--- src/rtl/ram_lsu.sv ---
// Load/store unit between the core memory stage and a 4-lane byte-addressable data RAM.
// Splits word-straddling accesses into two beats and aligns/extends load data.
module ram_lsu #(
  parameter logic [31:0] RAM_BASE = 32'h1000_0000,
  parameter int unsigned RAM_AW   = 14
) (
  input  logic        clk,
  input  logic        rst,
  input  logic        req_valid,
  output logic        req_ready,
  input  logic        req_we,
  input  logic [1:0]  req_size,
  input  logic        req_unsigned,
  input  logic [31:0] req_addr,
  input  logic [31:0] req_wdata,
  output logic        rsp_valid,
  output logic        rsp_err,
  output logic [31:0] rsp_rdata,
  output logic        ram_en,
  output logic [3:0]  wen,
  output logic [31:0] w_addr_o,
  output logic [31:0] w_data_o,
  output logic        ren,
  output logic [31:0] r_addr_o,
  input  logic [31:0] r_data_i
);

  typedef enum logic [2:0] {IDLE, B0, B1, WAIT, RSP} state_t;

  state_t      state;
  logic [31:0] addr_q;
  logic [1:0]  size_q;
  logic        we_q;
  logic        uns_q;
  logic        split_q;
  logic [3:0]  wen_hi_q;
  logic [31:0] wdata_hi_q;
  logic [31:0] buf_lo;

  function automatic logic in_window(input logic [31:0] a);
    return a[31:RAM_AW] == RAM_BASE[31:RAM_AW];
  endfunction

  logic [3:0]  mask_b;
  logic [31:0] wdata_sz;
  logic [1:0]  span;
  logic [7:0]  mask0;
  logic [63:0] data0;
  logic [31:0] last_addr;
  logic [31:0] base0;
  logic        req_err;

  // Lane mask and steered data for the request being presented at accept.
  always_comb begin
    mask_b   = 4'b1111;
    wdata_sz = req_wdata;
    span     = 2'd3;
    case (req_size)
      2'd0: begin mask_b = 4'b0001; wdata_sz = {24'b0, req_wdata[7:0]};  span = 2'd0; end
      2'd1: begin mask_b = 4'b0011; wdata_sz = {16'b0, req_wdata[15:0]}; span = 2'd1; end
      default: ;
    endcase
    mask0     = {4'b0000, mask_b} << req_addr[1:0];
    data0     = {32'b0, wdata_sz} << {req_addr[1:0], 3'b000};
    last_addr = req_addr + {30'b0, span};
    base0     = {req_addr[31:2], 2'b00};
    req_err   = (req_size == 2'd3) || !in_window(req_addr) || !in_window(last_addr);
  end

  logic [31:0] beat1_addr;
  logic [63:0] full;
  logic [31:0] aligned;
  logic [31:0] merged;

  always_comb begin
    beat1_addr = {addr_q[31:2], 2'b00} + 32'd4;
    full       = split_q ? {r_data_i, buf_lo} : {32'b0, r_data_i};
    aligned    = 32'(full >> {addr_q[1:0], 3'b000});
    merged     = aligned;
    case (size_q)
      2'd0: merged = uns_q ? {24'b0, aligned[7:0]}  : {{24{aligned[7]}}, aligned[7:0]};
      2'd1: merged = uns_q ? {16'b0, aligned[15:0]} : {{16{aligned[15]}}, aligned[15:0]};
      default: ;
    endcase
  end

  always_ff @(posedge clk or negedge rst) begin
    if (!rst) begin
      state      <= IDLE;
      req_ready  <= 1'b0;
      rsp_valid  <= 1'b0;
      rsp_err    <= 1'b0;
      rsp_rdata  <= '0;
      ram_en     <= 1'b0;
      wen        <= '0;
      w_addr_o   <= '0;
      w_data_o   <= '0;
      ren        <= 1'b0;
      r_addr_o   <= '0;
      addr_q     <= '0;
      size_q     <= '0;
      we_q       <= 1'b0;
      uns_q      <= 1'b0;
      split_q    <= 1'b0;
      wen_hi_q   <= '0;
      wdata_hi_q <= '0;
      buf_lo     <= '0;
    end else begin
      // RAM port and response outputs are single-cycle unless re-asserted below.
      rsp_valid <= 1'b0;
      rsp_err   <= 1'b0;
      rsp_rdata <= '0;
      ram_en    <= 1'b0;
      wen       <= '0;
      w_addr_o  <= '0;
      w_data_o  <= '0;
      ren       <= 1'b0;
      r_addr_o  <= '0;
      case (state)
        IDLE: begin
          req_ready <= 1'b1;
          if (req_valid && req_ready) begin
            req_ready  <= 1'b0;
            addr_q     <= req_addr;
            size_q     <= req_size;
            we_q       <= req_we;
            uns_q      <= req_unsigned;
            split_q    <= |mask0[7:4];
            wen_hi_q   <= mask0[7:4];
            wdata_hi_q <= data0[63:32];
            if (req_err) begin
              state     <= RSP;
              rsp_valid <= 1'b1;
              rsp_err   <= 1'b1;
            end else begin
              state    <= B0;
              ram_en   <= 1'b1;
              w_addr_o <= base0;
              r_addr_o <= base0;
              if (req_we) begin
                wen      <= mask0[3:0];
                w_data_o <= data0[31:0];
              end else begin
                ren <= 1'b1;
              end
            end
          end
        end
        B0: begin
          if (split_q) begin
            state    <= B1;
            ram_en   <= 1'b1;
            w_addr_o <= beat1_addr;
            r_addr_o <= beat1_addr;
            if (we_q) begin
              wen      <= wen_hi_q;
              w_data_o <= wdata_hi_q;
            end else begin
              ren <= 1'b1;
            end
          end else if (we_q) begin
            state     <= RSP;
            rsp_valid <= 1'b1;
          end else begin
            state <= WAIT;
          end
        end
        B1: begin
          if (we_q) begin
            state     <= RSP;
            rsp_valid <= 1'b1;
          end else begin
            buf_lo <= r_data_i;
            state  <= WAIT;
          end
        end
        WAIT: begin
          // Last beat's data arrives now; merge straight from the port into the response.
          rsp_rdata <= merged;
          rsp_valid <= 1'b1;
          state     <= RSP;
        end
        RSP: begin
          state     <= IDLE;
          req_ready <= 1'b1;
        end
        default: state <= IDLE;
      endcase
    end
  end

endmodule
--- config.mk ---
export PLATFORM = sky130hd
export DESIGN_NAME = ram_lsu
export DESIGN_NICKNAME = d
export VERILOG_FILES = /design/src/rtl/ram_lsu.sv
export SDC_FILE = /design/constraint.sdc
export NUM_CORES = 1
export LEC_CHECK = 0
export ABC_AREA = 1
export CAP_MARGIN = 20
export CORE_UTILIZATION = 40
export CTS_CLUSTER_DIAMETER = 120
export CTS_CLUSTER_SIZE = 10
export DETAILED_ROUTE_END_ITERATION = 16
export MAX_ROUTING_LAYER = met4
export PLACE_DENSITY = 0.74
export REMOVE_ABC_BUFFERS = 1
export SETUP_SLACK_MARGIN = 0.4
export SYNTH_ARGS = -nofsm -noshare
export SYNTH_HDL_FRONTEND = slang
export SYNTH_SLANG_ARGS = --single-unit
--- constraint.sdc ---
create_clock -name clk -period 3.32 [get_ports clk]
set_input_delay 0.498 -clock clk [delete_from_list [all_inputs] [get_ports clk]]
set_output_delay 0.498 -clock clk [all_outputs]
set_load 0.01 [all_outputs]
==> impl_results.md <==
* VDD IR-drop max at 0.369 mV
* Vias in the first global route at 9603
* Minimum clock period at 2.40 ns
* Sequential-to-total area share from yosys stat at 0.481
* Pwr Density at 469 nW/um2
* Initial DRC count at 948
* Most common cell after layout, fill and taps aside: nand2_1
* Rows at 58
* First-pass DRT Iterations at 5
* Largest net degree at the start of global routing at 87
* Slack of the critical path at 0.921 ns
* Initial core utilization at 0.412
* Worst Tran Pin Value at 0.866 ns
* Highest-count cells in the layout ignoring fill and taps: nand2_1 (288), clkdlybuf4s50_1 (234), dfrtp_1 (202), o21ai_0 (182), inv_1 (128)
* CTS H-tree depth at 1
* Clock sinks at 202
* Met2 GRT Util at 0.398
* Setup total negative slack at 0 ns
* Root Driver: clkbuf_16
* Average size of a mapped cell at 7.89 um2
* Slew margin rel. at 0.418
* Final Slew Violations at 0
* Register bit total from synthesis at 202
* Initial antenna violation count at 0
* Hold_buf cts at 0
* Die Ht at 164 um
* Layout overhead on the synthesized area at 29.3%
* Setup violations, final at 0
* Num CTS Buffers at 24
* Die Width at 164 um
* First-pass GRT wire length at 52.7 mm
* # nets final at 1629
* CP Data Arrival Time at 2.82 ns
* Hold WC Path Type: in2async
* DR vias at 9953
* Final Hold Vio Count at 0
* Final WL at 33.3 mm
* Finished Layout Cells at 1854
* Resized cells post-CTS at 0
* Postcts setup bufs at 0
* Wirelength per Cell at 18.0 um
* Crit end category: flip-flop
* Cell Area, Synth at 10500 um2
* Reg2reg path depth at 9
* Port bufs at 235
* Setup crit start kind: primary input
* Clock insertion delay at the later pin of the skew report at 0.51 ns
* Final HPWL from detailed placement at 24.3 mm
* Cells after DPL at 1828
* Final period utilization at 0.723
* Clock transition at path regs at 0.05 ns
* Routing usage on met1 at 0.357
* Filler cells at 2349
* Max Cap Viol at 0
* Core area at 25500 um2
* Req. time, crit path at 3.74 ns
* Pre-CTS setup slack at 0.390 ns
* Longest Clk Path Bufs at 3
* Yosys cell types at 45
* ANT nets after route at 0
* Status: finished clean
* Total GRT Usage at 0.260
* DRC violations left at 0
* Vias per cell at 5.37
* Placer Congestion at 0.995
* Post-synth EDFFs at 0
* Busiest layer in global routing: met2
* Crit path max fanout at 12
* Leak at 6.22 nW
* Placed Area at 12900 um2
* RSZ-0062 raised after global routing: false
* GR Overflow Total at 0
* Fmax at 417 MHz
* Post-Synthesis Cells at 1331
* Main synth FF type: dfrtp_1
* GR met3 Demand/Resource at 0.0336
* TritonCTS clock tree: done
* Worst hold slack at 0.0524 ns
* Ant. Diodes at 0
* Warnings from Yosys at 0
* Critical path type: in2reg
* Final instance area at 13600 um2
* Die area at 26900 um2
* Layout cells sized above 1 at 0.0650
* # IOs at 240
* FFs w/ async S/R, synth at 1.00
* Clock Skew at 0.0148 ns
sequential cells by signal (all words and copies together), names as in the netlist:
name	count
addr_q	32
ram_en	1
state	3
split_q	1
wen	4
buf_lo	32
r_addr_o	30
req_ready	1
uns_q	1
wdata_hi_q	24
w_data_o	32
we_q	1
rsp_valid	1
ren	1
rsp_rdata	32
wen_hi_q	3
rsp_err	1
size_q	2
routing by layer:
layer,up-vias,wire (um)
li1,4749,-
met1,4650,14600
met2,496,15100
met3,58,2780
met4,0,838
met5,-,0
cell type report:
class                           instances  area [um2]  area share
Sequential cell                       202        5050       0.372
Multi-Input combinational cell        896        4390       0.324
Clock inverter                          1        8.76    0.000645
Tap cell                              330         413      0.0304
Inverter                              140         526      0.0387
Timing Repair Buffer                  260        2560       0.188
Clock buffer                           25         626      0.0461
report_power, final:
part | total (mW) | switching, mW | internal [mW]
Combinational | 1.33 | 0.890 | 0.445
Clock | 2.28 | 0.963 | 1.32
Sequential | 2.75 | 0.142 | 2.61
Total | 6.36 | 1.99 | 4.37
Yosys cell counts (2+ instances only):
master | instances | share of area
o22ai_1 | 32 | 0.019
a31oi_1 | 11 | 0.0066
o21ai_0 | 182 | 0.087
nor2_1 | 124 | 0.044
nor3_1 | 27 | 0.013
nand4_1 | 25 | 0.015
inv_1 | 128 | 0.046
mux2i_1 | 2 | 0.0019
o21ai_2 | 13 | 0.011
nor2_4 | 2 | 0.0021
nand3_1 | 54 | 0.026
clkinv_1 | 4 | 0.0014
nor4_1 | 4 | 0.0024
buf_6 | 4 | 0.0043
a211oi_1 | 10 | 0.0071
dfrtp_1 | 202 | 0.48
nand2_2 | 3 | 0.0018
or2_1 | 2 | 0.0012
o221ai_1 | 5 | 0.0042
nor2_2 | 3 | 0.0018
buf_2 | 14 | 0.0067
inv_2 | 8 | 0.0029
o21ai_1 | 8 | 0.0038
mux2_2 | 7 | 0.0075
nand3_2 | 2 | 0.0019
nor3_2 | 2 | 0.0019
buf_4 | 38 | 0.027
a22o_1 | 6 | 0.0050
a22oi_1 | 5 | 0.0036
xnor2_1 | 2 | 0.0017
nand2_1 | 288 | 0.10
a21oi_1 | 50 | 0.024
clkbuf_1 | 38 | 0.014
buf_1 | 2 | 0.00072
o211ai_1 | 6 | 0.0043
ha_1 | 2 | 0.0024
xor2_1 | 8 | 0.0067
cells by family after synthesis:
group | after synthesis | synth area share
flops | 202 | 0.481
other cells | 1 | 0.000357
compound gates | 330 | 0.177
buf+inv | 236 | 0.102
simple gates | 541 | 0.219
mux | 9 | 0.00941
fa+ha+maj | 2 | 0.00238
xor+xnor | 10 | 0.00834
worst max-delay path, stage by stage:
cell,delay (ns)
clkdlybuf4s50_1,0.43
ha_1,0.32
nand2_1,0.09
o21ai_2,0.20
nand3_1,0.10
nand2_1,0.06
nand2_1,0.10
clkinv_1,0.09
nand3_2,0.11
nor2_4,0.29
nand2_2,0.31
o21ai_0,0.23
stage by stage:
step	util	power, mW
floorplan	-	3.53
detailed placement	0.508	4.10
global placement	0.508	4.09
CTS	0.533	6.39
finish	0.533	6.36
global route	0.533	6.69
worst paths after layout:
path / startpoint / endpoint / slack, ns
max in group asynchronous: rst / wdata_hi_q[7] / 2.43
min: rst / buf_lo[3] / 0.05
min in group clk: buf_lo[8] / buf_lo[8] / 0.48
min reg2reg: buf_lo[8] / buf_lo[8] / 0.48
max reg2reg: state[1] / w_data_o[3] / 0.99
max: req_size[1] / w_data_o[3] / 0.92
Power figures use the tool's default switching activity.
